File: src/rtl/gl3_frame_seq.sv
// Frame sequencer: locks onto SOF (tuser), forwards whole frames only, checks line/frame geometry.
// Latency: zero; data/tlast/tuser pass combinationally, only the valid/ready gating is stateful.
// Backpressure: down_ready passes straight to up_ready while forwarding; non-SOF beats are sunk while hunting.
//
// Ports:
//   clk, rst                  clock, asynchronous active-low reset
//   cfg_enable, cfg_oneshot   run request / stop after one frame (sampled at frame boundaries)
//   cfg_width, cfg_height     frame geometry, latched on each accepted SOF beat
//   err_clear                 clears the sticky error flags
//   up_*                      upstream AXI-stream (data, valid, ready, tlast = EOL, tuser = SOF)
//   down_*                    downstream AXI-stream, same sideband meaning
//   busy                      sequencer not idle
//   frame_done                one-cycle pulse after the last beat of a complete frame
//   err_short/err_long/err_sof sticky geometry errors
//   frame_count               completed frames, wraps
module gl3_frame_seq #(
  parameter int D_WIDTH = 8,
  parameter int W_BITS  = 12,
  parameter int H_BITS  = 12,
  parameter int FC_BITS = 16
) (
  input  logic               clk,
  input  logic               rst,
  input  logic               cfg_enable,
  input  logic               cfg_oneshot,
  input  logic [W_BITS-1:0]  cfg_width,
  input  logic [H_BITS-1:0]  cfg_height,
  input  logic               err_clear,
  input  logic [D_WIDTH-1:0] up_data,
  input  logic               up_valid,
  input  logic               up_tlast,
  input  logic               up_tuser,
  output logic               up_ready,
  output logic [D_WIDTH-1:0] down_data,
  output logic               down_valid,
  output logic               down_tlast,
  output logic               down_tuser,
  input  logic               down_ready,
  output logic               busy,
  output logic               frame_done,
  output logic               err_short,
  output logic               err_long,
  output logic               err_sof,
  output logic [FC_BITS-1:0] frame_count
);

  localparam logic [1:0] S_IDLE     = 2'd0;
  localparam logic [1:0] S_WAIT_SOF = 2'd1;
  localparam logic [1:0] S_ACTIVE   = 2'd2;

  logic [1:0]        state;
  logic [1:0]        state_nxt;
  logic [W_BITS-1:0] width_q;
  logic [H_BITS-1:0] height_q;
  logic [W_BITS-1:0] pix_cnt;
  logic [H_BITS-1:0] line_cnt;

  logic              beat;
  logic              in_active;
  logic              in_wait;
  logic              mid_frame;
  logic              sof_start;
  logic              proc;
  logic [W_BITS-1:0] base_pix;
  logic [H_BITS-1:0] base_line;
  logic [W_BITS-1:0] eff_w;
  logic [H_BITS-1:0] eff_h;
  logic [W_BITS-1:0] pix_inc;
  logic [H_BITS-1:0] line_inc;
  logic              set_short;
  logic              set_long;
  logic              set_sof;
  logic              eof;
  logic              next_run;

  assign down_data  = up_data;
  assign down_tlast = up_tlast;
  assign down_tuser = up_tuser;
  assign busy       = (state != S_IDLE);

  // Handshake gating. While hunting, only a SOF beat is offered downstream;
  // anything else is accepted and discarded so the upstream keeps moving.
  always_comb begin
    up_ready   = 1'b0;
    down_valid = 1'b0;
    case (state)
      S_WAIT_SOF: begin
        if (up_tuser) begin
          down_valid = up_valid;
          up_ready   = down_ready;
        end else begin
          up_ready   = 1'b1;
        end
      end
      S_ACTIVE: begin
        down_valid = up_valid;
        up_ready   = down_ready;
      end
      default: begin
        up_ready   = 1'b0;
        down_valid = 1'b0;
      end
    endcase
  end

  assign beat      = up_valid & up_ready;
  assign in_active = (state == S_ACTIVE);
  assign in_wait   = (state == S_WAIT_SOF);
  assign mid_frame = (pix_cnt != '0) | (line_cnt != '0);

  // A SOF beat either opens a frame from WAIT_SOF or restarts a frame in ACTIVE.
  // Both paths then run the ordinary per-beat rules from a zero position with
  // the freshly latched geometry, which also covers a SOF beat that carries tlast.
  assign sof_start = beat & up_tuser & (in_wait | (in_active & mid_frame));
  assign set_sof   = beat & up_tuser & in_active & mid_frame;
  assign proc      = beat & (in_active | sof_start);

  assign base_pix  = sof_start ? '0 : pix_cnt;
  assign base_line = sof_start ? '0 : line_cnt;
  assign eff_w     = sof_start ? cfg_width  : width_q;
  assign eff_h     = sof_start ? cfg_height : height_q;

  // Pixel counter saturates so an overlong line cannot wrap into a false match.
  assign pix_inc   = (&base_pix) ? base_pix : base_pix + 1'b1;
  assign line_inc  = base_line + 1'b1;

  assign set_short = proc &  up_tlast & (pix_inc <  eff_w);
  assign set_long  = proc & ~up_tlast & (pix_inc == eff_w);
  assign eof       = proc &  up_tlast & (line_inc == eff_h);
  assign next_run  = cfg_enable & ~cfg_oneshot;

  always_comb begin
    state_nxt = state;
    case (state)
      S_IDLE: begin
        if (cfg_enable && (cfg_width != '0) && (cfg_height != '0)) begin
          state_nxt = S_WAIT_SOF;
        end
      end
      S_WAIT_SOF: begin
        // An accepted SOF has already been forwarded, so it wins over a falling enable.
        if (eof) begin
          state_nxt = next_run ? S_WAIT_SOF : S_IDLE;
        end else if (proc) begin
          state_nxt = S_ACTIVE;
        end else if (!cfg_enable) begin
          state_nxt = S_IDLE;
        end
      end
      S_ACTIVE: begin
        if (eof) begin
          state_nxt = next_run ? S_WAIT_SOF : S_IDLE;
        end
      end
      default: state_nxt = S_IDLE;
    endcase
  end

  always_ff @(posedge clk or negedge rst) begin
    if (!rst) begin
      state       <= S_IDLE;
      width_q     <= '0;
      height_q    <= '0;
      pix_cnt     <= '0;
      line_cnt    <= '0;
      frame_done  <= 1'b0;
      frame_count <= '0;
      err_short   <= 1'b0;
      err_long    <= 1'b0;
      err_sof     <= 1'b0;
    end else begin
      state <= state_nxt;
      if (sof_start) begin
        width_q  <= cfg_width;
        height_q <= cfg_height;
      end
      if (proc) begin
        if (up_tlast) begin
          pix_cnt  <= '0;
          line_cnt <= eof ? '0 : line_inc;
        end else begin
          pix_cnt  <= pix_inc;
          line_cnt <= base_line;
        end
      end
      frame_done <= eof;
      if (eof) begin
        frame_count <= frame_count + 1'b1;
      end
      // A new error in the same cycle as a clear stays visible.
      err_short <= set_short | (err_short & ~err_clear);
      err_long  <= set_long  | (err_long  & ~err_clear);
      err_sof   <= set_sof   | (err_sof   & ~err_clear);
    end
  end

endmodule

File: config.mk
export PLATFORM = sky130hd
export DESIGN_NAME = gl3_frame_seq
export DESIGN_NICKNAME = d
export VERILOG_FILES = /design/src/rtl/gl3_frame_seq.sv
export SDC_FILE = /design/constraint.sdc
export NUM_CORES = 1
export LEC_CHECK = 0
export ABC_AREA = 1
export CORE_UTILIZATION = 42
export CTS_CLUSTER_DIAMETER = 100
export DETAILED_ROUTE_END_ITERATION = 7
export HOLD_SLACK_MARGIN = 0.15
export PLACE_DENSITY = 0.76
export SLEW_MARGIN = 20
export SYNTH_ARGS = -nofsm -noshare
export SYNTH_HDL_FRONTEND = slang
export SYNTH_SLANG_ARGS = --single-unit
File: constraint.sdc
create_clock -name clk -period 4.8 [get_ports clk]
set_input_delay 0.96 -clock clk [delete_from_list [all_inputs] [get_ports clk]]
set_output_delay 0.96 -clock clk [all_outputs]
set_load 0.02 [all_outputs]
# == Word-level counts from Yosys, hierarchy flattened ==
# Cells that the tools add are included.
# classes
n_addsub,3
magnitude_cmp,1
n_eq_ne,7
n_mux,19
bitwise,25
reduce_logical,10
# ops
op,count
two-way mux 12 bit,8
nonzero test 12 bit,4
"adder 12 x 1 -> 12 bit, second input constant",2
== test 12 bit,2
"adder 16 x 1 -> 16 bit, second input constant",1
bitwise AND 1 bit,16
less-than comparator 12 bit,1
AND reduction 12 bit,1
two-way mux 2 bit,5
bitwise OR 1 bit,6
case mux 2 bit (3 select lines),1
"!= test 4 x 2 -> 1 bit, second input constant",1
case mux 1 bit (2 select lines),2
two-way mux 1 bit,3
NOT 1 bit,3
AND reduction 3 bit,1
"== test 2 x 1 -> 1 bit, second input constant",1
"== test 2 bit, second input constant",1
logical AND 1 bit,2
logical NOT 2 bit,1
"!= test 2 x 1 -> 1 bit, second input constant",1
"!= test 2 bit, second input constant",1
nonzero test 2 bit,1
# totals
regBits,70
wordCells,75

# == Depth between registers and ports, before layout ==
# Gate-level depths: netlist of the first run.
# depth
word_depth,11
depth_mapped,30

# == Worst setup path before layout of the first run ==
# Ideal clock, no wire load.
# synth_timing
path_kind,input to register
start,in up_tuser
end,reg err_short
setup_ns,0.122
arrival_time_ns,4.037
setup_slack_ns,0.642
cell_stages,23
n_path_buf,3
cell_sequence,inv_1 > nand2_1 > nand2_1 > and2_4 > nand3_4 > nand2_4 > buf_8 > buf_12 > buf_2 > nor2_1 > ha_1 > inv_1 > nor3_1 > inv_1 > nor3_4 > nand4_1 > o21ai_1 > inv_1 > ha_1 > a21oi_1 > o21ai_0 > nand2_1 > a32o_1
# synth_between
elab_chain_cells,11
elab_cells_between_ends,16
cone_classes,add/sub (1); order compare (1); mux (5); bitwise (8); reduce/logical (1)
# synth_lines
item,line,rtl
from (decl),32,"input logic up_tuser,"
two-way mux 1 bit (*),88,if (up_tuser) begin
case mux 1 bit (2 select lines) (*),86,case (state)
via up_ready,33,"output logic up_ready,"
bitwise AND 1 bit (*),106,assign beat = up_valid & up_ready;
bitwise AND 1 bit (2 in a row),114,assign sof_start = beat & up_tuser & (in_wait | (in_active & mid_frame));
two-way mux 12 bit,118,assign base_pix = sof_start ? '0 : pix_cnt;
adder 12 x 1 -> 12 bit or AND reduction 12 bit (tied branches),124,assign pix_inc = (&base_pix) ? base_pix : base_pix + 1'b1;
two-way mux 12 bit,124,
less-than comparator 12 bit,127,assign set_short = proc & up_tlast & (pix_inc < eff_w);
bitwise AND 1 bit (*),127,
bitwise OR 1 bit (*),191,err_short <= set_short | (err_short & ~err_clear);
to (signal assigned),191,
to (decl),41,"output logic err_short,"
# The timed path passes the listed nets; every way through them passes the cells marked *.
# A chain may end at the register's enable or synchronous reset.

# == Worst setup path after layout of the first run ==
# layout_timing
start,in up_tuser
end,reg err_short
# layout_between
elab_chain_cells,11
elab_cells_between_ends,16
cone_classes,add/sub (1); order compare (1); mux (5); bitwise (8); reduce/logical (1)
# layout_lines
item,line
two-way mux 1 bit,88
case mux 1 bit (2 select lines),86
bitwise AND 1 bit,106
bitwise AND 1 bit (2 in a row),114
two-way mux 12 bit,118
adder 12 x 1 -> 12 bit or AND reduction 12 bit (tied branches),124
two-way mux 12 bit,124
less-than comparator 12 bit,127
bitwise AND 1 bit (*),127
bitwise OR 1 bit (*),191
# Every way passes the cells marked *; elsewhere a longest branch is shown, timed or not.

==> results of run 1 <==
stage by stage:
step | total power [mW] | cell area [um2] | utilization [%] | instances
2_1_floorplan | 1.767 | 4756 | - | 657
3_3_place_gp | 2.009 | 5403 | 49.41 | 841
3_5_place_dp | 2.056 | 5403 | 49.41 | 841
4_1_cts | 2.791 | 5728 | 52.38 | 857
5_1_grt | 3.030 | 5728 | 52.38 | 857
6_report | 2.787 | 5728 | 52.38 | 857
layer usage:
| metal | wire, um | GRT usage [%] |
|---|---|---|
| met1 | 5307 | 28.78 |
| met2 | 5459 | 34.90 |
| met3 | 768 | 6.028 |
| met4 | 349 | 10.71 |
| met5 | 0 | 0 |
cell usage after synthesis, types with 2 or more instances:
cell,number,area share (%)
sky130_fd_sc_hd__nand3b_1,2,0.32
sky130_fd_sc_hd__nor2_1,62,4.9
sky130_fd_sc_hd__xor2_1,14,2.6
sky130_fd_sc_hd__nand2_2,7,0.92
sky130_fd_sc_hd__or2_2,12,1.6
sky130_fd_sc_hd__a21oi_1,9,0.95
sky130_fd_sc_hd__nor2_2,7,0.92
sky130_fd_sc_hd__o31ai_1,2,0.32
sky130_fd_sc_hd__nor3_1,12,1.3
sky130_fd_sc_hd__nor4_1,8,1.1
sky130_fd_sc_hd__inv_1,98,7.7
sky130_fd_sc_hd__or2_0,2,0.26
sky130_fd_sc_hd__nand3_1,65,6.8
sky130_fd_sc_hd__nand4_1,20,2.6
sky130_fd_sc_hd__buf_8,2,0.63
sky130_fd_sc_hd__ha_1,19,5.0
sky130_fd_sc_hd__inv_2,4,0.32
sky130_fd_sc_hd__a32o_1,2,0.42
sky130_fd_sc_hd__dfrtp_1,70,37
sky130_fd_sc_hd__clkbuf_1,5,0.39
sky130_fd_sc_hd__o21ai_1,5,0.53
sky130_fd_sc_hd__nand2_4,2,0.47
sky130_fd_sc_hd__xnor2_1,8,1.5
sky130_fd_sc_hd__buf_4,10,1.6
sky130_fd_sc_hd__o21ai_0,28,2.9
sky130_fd_sc_hd__o22ai_1,11,1.4
sky130_fd_sc_hd__nand2_1,151,12
sky130_fd_sc_hd__buf_2,5,0.53
state kept, by name (all words and copies together), names as in the netlist:
register     count
err_long         1
err_short        1
err_sof          1
frame_count     16
frame_done       1
height_q        12
line_cnt        12
pix_cnt         12
state            2
width_q         12
worst min-delay path, cell delays in order, from the launching register on:
cell and delay (ns):
sky130_fd_sc_hd__dfrtp_1 0.35, sky130_fd_sc_hd__nand2_1 0.06, sky130_fd_sc_hd__nand2_1 0.05
power groups by stage:
stage | logic, mW | clock network, mW | registers [mW]
floorplan | 0.908 | 0 | 0.859
global placement | 1.12 | 0 | 0.884
detailed placement | 1.17 | 0 | 0.886
CTS | 1.18 | 0.734 | 0.881
global route | 1.36 | 0.763 | 0.906
finish | 1.18 | 0.722 | 0.883
area by class of cell:
class                      instances  area (um2)
clock inverter                     5       82.58
tap                              140       175.2
multi-input combinational        459        2434
fill                            1027        5207
inverter                         103       386.6
sequential                        70        1752
clock buffer                      11       242.7
timing repair buffer              69       655.6
worst max-delay path by stage:
stage                      to  startpoint  slack (ns)  depth (start not counted)
finish              err_short    up_tuser        0.59                         21
global route        err_short    up_tuser        0.25                         21
CTS                 err_short    up_tuser        0.60                         21
detailed placement  err_short    up_tuser        0.30                         21
global placement    err_short    up_tuser        0.44                         21
floorplan           err_short    up_tuser        0.64                         23
kinds of logic (layout without fill, tap and decap cells):
kind of cell,Yosys count,after routing,synth area share (%)
buffers and inverters,128,188,12.00
DFF,70,70,36.83
and+or+nand+nor,358,358,34.96
adders and majority gates,19,19,4.999
xor gates and xnor gates,22,22,4.052
AOI/OAI and AO/OA,60,60,7.156
==> flow_summary_export.csv, run 1 <==
group,metric,value,unit
floorplanning,full_die_area,11750,um2
final_layout,num-nets-final,772,
synthesis,synth_enable_flop_cells,0,
drt,first_pass_iters,5,
clock_tree,post-cts-setup-buffer-count,0,
synthesis,synth_async_sr_flop_share,100.0,%
placement,post-place-ws,0.3010,ns
sta,report.final.setup_viol,0,
synthesis,syn_avg_cell_area,7.239,um2
critical_path,critPathArrivalTime,4.44,ns
floorplanning,die_width,108.4,um
grt,grt_max_degree,40,
synthesis,synthesis.area,4756,um2
clock_tree,cts_max_path_buffers,2,
hold_path,terminating_pin_of_the_worst_hold_path,"err_sof",
drt,drc,0,
floorplanning,num_io_pins,74,
pwr,p_int,1.701,mW
sta,hold_viol,0,
clock_tree,cts_tree,"yes",
critical_path,timing.rr.start,"state[1]",
sta,worst_slew_pin_slew,0.8084,ns
critical_path,crit_path_top_delay_cell,"sky130_fd_sc_hd__clkdlybuf4s50_1",
floorplanning,floorplan.core_area,10940,um2
hold_path,hold_path_startpoint,"err_sof",
grt,vias_in_the_first_global_route,4517,
hold_path,hold_depth,2,
sta,timing.max_slew.rel_slack,45.91,%
drt,detailedRoute.firstIterationViolations,265,
pwr,power.share.switching,38.97,%
drt,wl,11880,um
sta,worst_clock_skew,0.009230,ns
critical_path,slowest_delay,0.50,ns
final_layout,areaGrowthSynthToFinish,20.44,%
synthesis,synthesis.nets,717,
pwr,power.combinational.fraction,42.4,%
grt,globalRouteOverflowTotal,0,
sta,fin_crit,4.213,ns
synthesis,cell_count_after_synthesis,657,
critical_path,path_delay_family,"simple AND/OR/NAND/NOR gates",
clock_tree,post_cts_resize_count,0,
job,max_cap_viol_count,0,
critical_path,path_buf_inv,4,
clock_tree,clkSlewWorstSetupHoldPaths,0.05,ns
floorplanning,start_util,43.49,%
pwr,power.sequential.fraction,31.7,%
run_status,outcome,"complete, no violations",
pwr,power_frac_clock,25.9,%
pwr,p_switching,1.086,mW
clock_tree,clk-insertion-delay-late,0.34,ns
hold_path,hold_path_class,"reg -> reg",
grt,grt_util_all_layers,22.42,%
sta,finalHoldWorstSlack,0.4905,ns
sta,slew_viol_final,0,
placement,port_buffers,57,
placement,gp_congestion,0.9342,
drt,via_count,4438,
sta,timing.setup.tns,0,ns
critical_path,r2r_slack,0.92,ns
critical_path,start_kind,"input pin",
pwr,p_leak,2.822,nW
placement,dpl.hpwl,8976,um
sta,rsz_0062_raised_after_global_routing,"no",
floorplanning,die-height,108.4,um
sta,max_clock_freq,237.3,MHz
synthesis,top_reg_cell_synth,"sky130_fd_sc_hd__dfrtp_1",
drt,ant_nets,0,
synthesis,synth-seq-area-share,36.83,%
clock_tree,cts-buffers-inserted,9,
final_layout,leading_cell_type_in_the_layout_fill_and_taps_excluded,"sky130_fd_sc_hd__nand2_1",
grt,antenna_found_initial,0,
critical_path,critical_path.max_fanout,12,
critical_path,regToRegEndpoint,"err_short",
critical_path,worstPathRequired,5.02,ns
synthesis,synth.lib_cells_used.distinct,43,
synthesis,yosysWarnings,0,
clock_tree,clockRootBuffer,"sky130_fd_sc_hd__clkbuf_16",
final_layout,mostFrequentLayoutCells,"sky130_fd_sc_hd__nand2_1, sky130_fd_sc_hd__inv_1, sky130_fd_sc_hd__dfrtp_1",
drt,vias_per_cell,5.179,
critical_path,ff2ff_path_depth,21,
final_layout,layout-drive-gt1-share,9.344,%
clock_tree,cts_sinks,70,
floorplanning,rows,38,
critical_path,critical_path.cell_chain,"clkdlybuf4s50_1 -> inv_1 -> nand2_1 -> nand2_1 -> and2_4 -> nand3_4 -> nand2_4 -> nor2_1 -> ha_1 -> inv_1 -> nor3_1 -> inv_1 -> nor3_4 -> nand4_2 -> nand4_1 -> xnor2_1 -> ha_1 -> nand4_1 -> nor2_1 -> nand2_1 -> a32o_1",
sta,finalCritPeriodShare,87.78,%
clock_tree,ctsHoldBuffers,0,
critical_path,crit_type,"in -> reg",
final_layout,antenna_cells,0,
sta,post-route-worst-setup-slack,0.5867,ns
pwr,p_per_area,486.6,nW/um2
clock_tree,number_of_levels_in_the_clock_h_tree,3,
synthesis,synth-seq-cells,70,
pwr,vdd.ir_drop.worst,0.0002092,V
drt,wire_per_inst,13.87,um
critical_path,setup_crit_end_kind,"flop",
grt,grt_pass1_wl,20470,um
Power figures use the tool's default switching activity.
==> run 2, diff against run 1 <==
- CORE_MARGIN: default -> 2
- CTS_CLUSTER_SIZE: default -> 28
- REMOVE_ABC_BUFFERS: default -> 1
==> run 2 against run 1 <==
Effect of this change:
- clock skew about the same
- count of clock-buffer cells in the layout decreased by 2
- cell count fell by 0.47%
- hold slack improved by 0.0022 ns
- register-to-register slack worse by 0.11 ns
- via count is 2.5% higher
- global-route usage is 1.3 points lower
- cell area decreased by 0.48%
- sequential power barely moved
- critical path type unchanged
- largest cell class unchanged
==> flow_summary_export.csv, run 2 (same netlist as run 1, synthesis figures left out) <==
group,metric,value,unit
run_status,outcome,"complete, no violations",
placement,dpl.hpwl,9193,um
drt,first_pass_iters,6,
final_layout,layout-drive-gt1-share,9.116,%
drt,drc,0,
hold_path,terminating_pin_of_the_worst_hold_path,"height_q[3]",
grt,grt_pass1_wl,21200,um
clock_tree,ctsHoldBuffers,0,
final_layout,final_util,52.13,%
pwr,p_switching,1.129,mW
hold_path,hold_path_class,"reg -> reg",
critical_path,crit_path_top_delay_cell,"sky130_fd_sc_hd__clkdlybuf4s50_1",
floorplanning,full_die_area,12190,um2
pwr,power.share.switching,40.10,%
grt,vias_in_the_first_global_route,4539,
sta,hold_viol,0,
drt,route.met3.wl,829,um
hold_path,hold_depth,2,
final_layout,antenna_cells,0,
drt,wire_per_inst,14.56,um
job,max_cap_viol_count,0,
final_layout,areaGrowthSynthToFinish,19.86,%
pwr,p_per_area,493.9,nW/um2
sta,timing.max_slew.rel_slack,39.39,%
critical_path,timing.rr.start,"state[1]",
drt,wirelength_met1,5492,um
grt,grt_util_all_layers,21.14,%
hold_path,hold_path_startpoint,"height_q[3]",
drt,met2_wl_post_dr,5764,um
sta,fin_crit,4.330,ns
clock_tree,cts_tree,"yes",
placement,dp.cells,837,
pwr,design_power_total,2.815,mW
placement,port_buffers,57,
floorplanning,rows,38,
grt,grt_max_degree,71,
sta,slew_viol_final,0,
sta,finalHoldWorstSlack,0.4927,ns
clock_tree,cts_max_path_buffers,2,
sta,finalCritPeriodShare,90.22,%
final_layout,finish.cell_count_without_fillers,853,
pwr,power_frac_clock,26.0,%
drt,detailedRoute.firstIterationViolations,351,
critical_path,critical_path.max_fanout,18,
drt,routed.top_layer,"met4",
clock_tree,post-cts-setup-buffer-count,0,
clock_tree,number_of_levels_in_the_clock_h_tree,3,
clock_tree,cts_sinks,70,
critical_path,path_delay_family,"simple AND/OR/NAND/NOR gates",
drt,wl,12420,um
grt,globalRouteOverflowTotal,0,
grt,antenna_found_initial,0,
critical_path,critical_path.cell_chain,"clkdlybuf4s50_1 -> inv_1 -> nand2_1 -> nand2_1 -> nand3_1 -> nor2_2 -> nand2_4 -> nand2_4 -> nor2_1 -> ha_1 -> inv_1 -> nor3_2 -> inv_1 -> nor3_4 -> nand4_2 -> nand4_1 -> xnor2_1 -> ha_1 -> nand4_1 -> nor2_1 -> nand2_1 -> a32o_1",
critical_path,path_buf_inv,4,
clock_tree,clkSlewWorstSetupHoldPaths,0.06,ns
critical_path,crit_type,"in -> reg",
drt,ant_nets,0,
pwr,vdd.ir_drop.worst,0.0002102,V
final_layout,leading_cell_type_in_the_layout_fill_and_taps_excluded,"sky130_fd_sc_hd__nand2_1",
pwr,power.sequential.fraction,31.4,%
clock_tree,clk-insertion-delay-late,0.35,ns
final_layout,fillers,1055,
floorplanning,die_width,110.4,um
sta,worst_slew_pin_slew,0.9091,ns
floorplanning,start_util,43.49,%
sta,max_clock_freq,230.9,MHz
sta,report.final.setup_viol,0,
critical_path,r2r_slack,0.81,ns
clock_tree,cts-buffers-inserted,9,
critical_path,worstPathRequired,5.04,ns
final_layout,mostFrequentLayoutCells,"sky130_fd_sc_hd__nand2_1, sky130_fd_sc_hd__inv_1, sky130_fd_sc_hd__dfrtp_1",
final_layout,num-nets-final,768,
pwr,p_int,1.686,mW
final_layout,regMostFlops,"frame_count",
critical_path,ff2ff_path_depth,22,
critical_path,setup_crit_end_kind,"flop",
critical_path,critPathArrivalTime,4.57,ns
critical_path,slowest_delay,0.50,ns
clock_tree,post_cts_resize_count,0,
clock_tree,clockRootBuffer,"sky130_fd_sc_hd__clkbuf_16",
drt,via_count,4550,
final_layout,largest_reg_flops,16,
pwr,p_leak,2.797,nW
drt,vias_per_cell,5.334,
floorplanning,die-height,110.4,um
critical_path,start_kind,"input pin",
sta,timing.setup.tns,0,ns
sta,rsz_0062_raised_after_global_routing,"no",
floorplanning,floorplan.core_area,10940,um2
pwr,power.combinational.fraction,42.6,%
floorplanning,num_io_pins,74,
placement,gp_congestion,0.9762,
critical_path,regToRegEndpoint,"err_short",
sta,worst_clock_skew,0.009447,ns
## run 2: power groups by stage
stage	combinational, mW	clock (mW)	sequential, mW
final	1.20	0.733	0.883
after global routing	1.38	0.765	0.910
after CTS	1.19	0.739	0.881
after detailed placement	1.17	0	0.888
after global placement	1.11	0	0.885
after floorplan	0.888	0	0.859
## run 2: per-layer routing
layer,GRT usage [%],up-vias
met5,0,-
met4,9.500,0
met3,4.336,34
met2,33.91,190
met1,27.55,2107
li1,-,2219
## run 2: through the flow
stage / cell area, um2 / worst slack, ns
2_1_floorplan: 4572 / 0.7701
3_3_place_gp: 5373 / 0.1971
5_1_grt: 5700 / 0.06895
4_1_cts: 5695 / 0.3857
3_5_place_dp: 5373 / 0.06613
6_report: 5700 / 0.4696
## run 2: final cells by class
| cell class | count | area [um2] | area share [%] |
|---|---|---|---|
| timing repair buffer | 65 | 625.6 | 10.97 |
| clock inverter | 7 | 97.59 | 1.712 |
| tap | 140 | 175.2 | 3.073 |
| clock buffer | 9 | 225.2 | 3.951 |
| sequential | 70 | 1752 | 30.73 |
| inverter | 103 | 386.6 | 6.782 |
| multi-input combinational | 459 | 2439 | 42.78 |
## run 2: worst max path at each step
stage	end	slack, ns	cells past startpoint	startpoint
global route	err_short	0.07	22	up_tuser
detailed placement	err_short	0.07	22	up_tuser
global placement	err_short	0.20	22	up_tuser
floorplan	err_short	0.77	20	up_tuser
finish	err_short	0.47	22	up_tuser
CTS	err_short	0.39	22	up_tuser
## run 2: worst reg2reg max path, cell delays in order (launching register included)
cell	delay (ns)
sky130_fd_sc_hd__dfrtp_1	0.40
sky130_fd_sc_hd__inv_1	0.08
sky130_fd_sc_hd__ha_1	0.28
sky130_fd_sc_hd__nand2_1	0.11
sky130_fd_sc_hd__nand2_1	0.07
sky130_fd_sc_hd__nand3_1	0.10
sky130_fd_sc_hd__nor2_2	0.05
sky130_fd_sc_hd__nand2_4	0.17
sky130_fd_sc_hd__nand2_4	0.10
sky130_fd_sc_hd__nor2_1	0.18
sky130_fd_sc_hd__ha_1	0.19
sky130_fd_sc_hd__inv_1	0.08
sky130_fd_sc_hd__nor3_2	0.24
sky130_fd_sc_hd__inv_1	0.13
sky130_fd_sc_hd__nor3_4	0.25
sky130_fd_sc_hd__nand4_2	0.21
sky130_fd_sc_hd__nand4_1	0.14
sky130_fd_sc_hd__xnor2_1	0.11
sky130_fd_sc_hd__ha_1	0.31
sky130_fd_sc_hd__nand4_1	0.11
sky130_fd_sc_hd__nor2_1	0.21
sky130_fd_sc_hd__nand2_1	0.09
sky130_fd_sc_hd__a32o_1	0.25
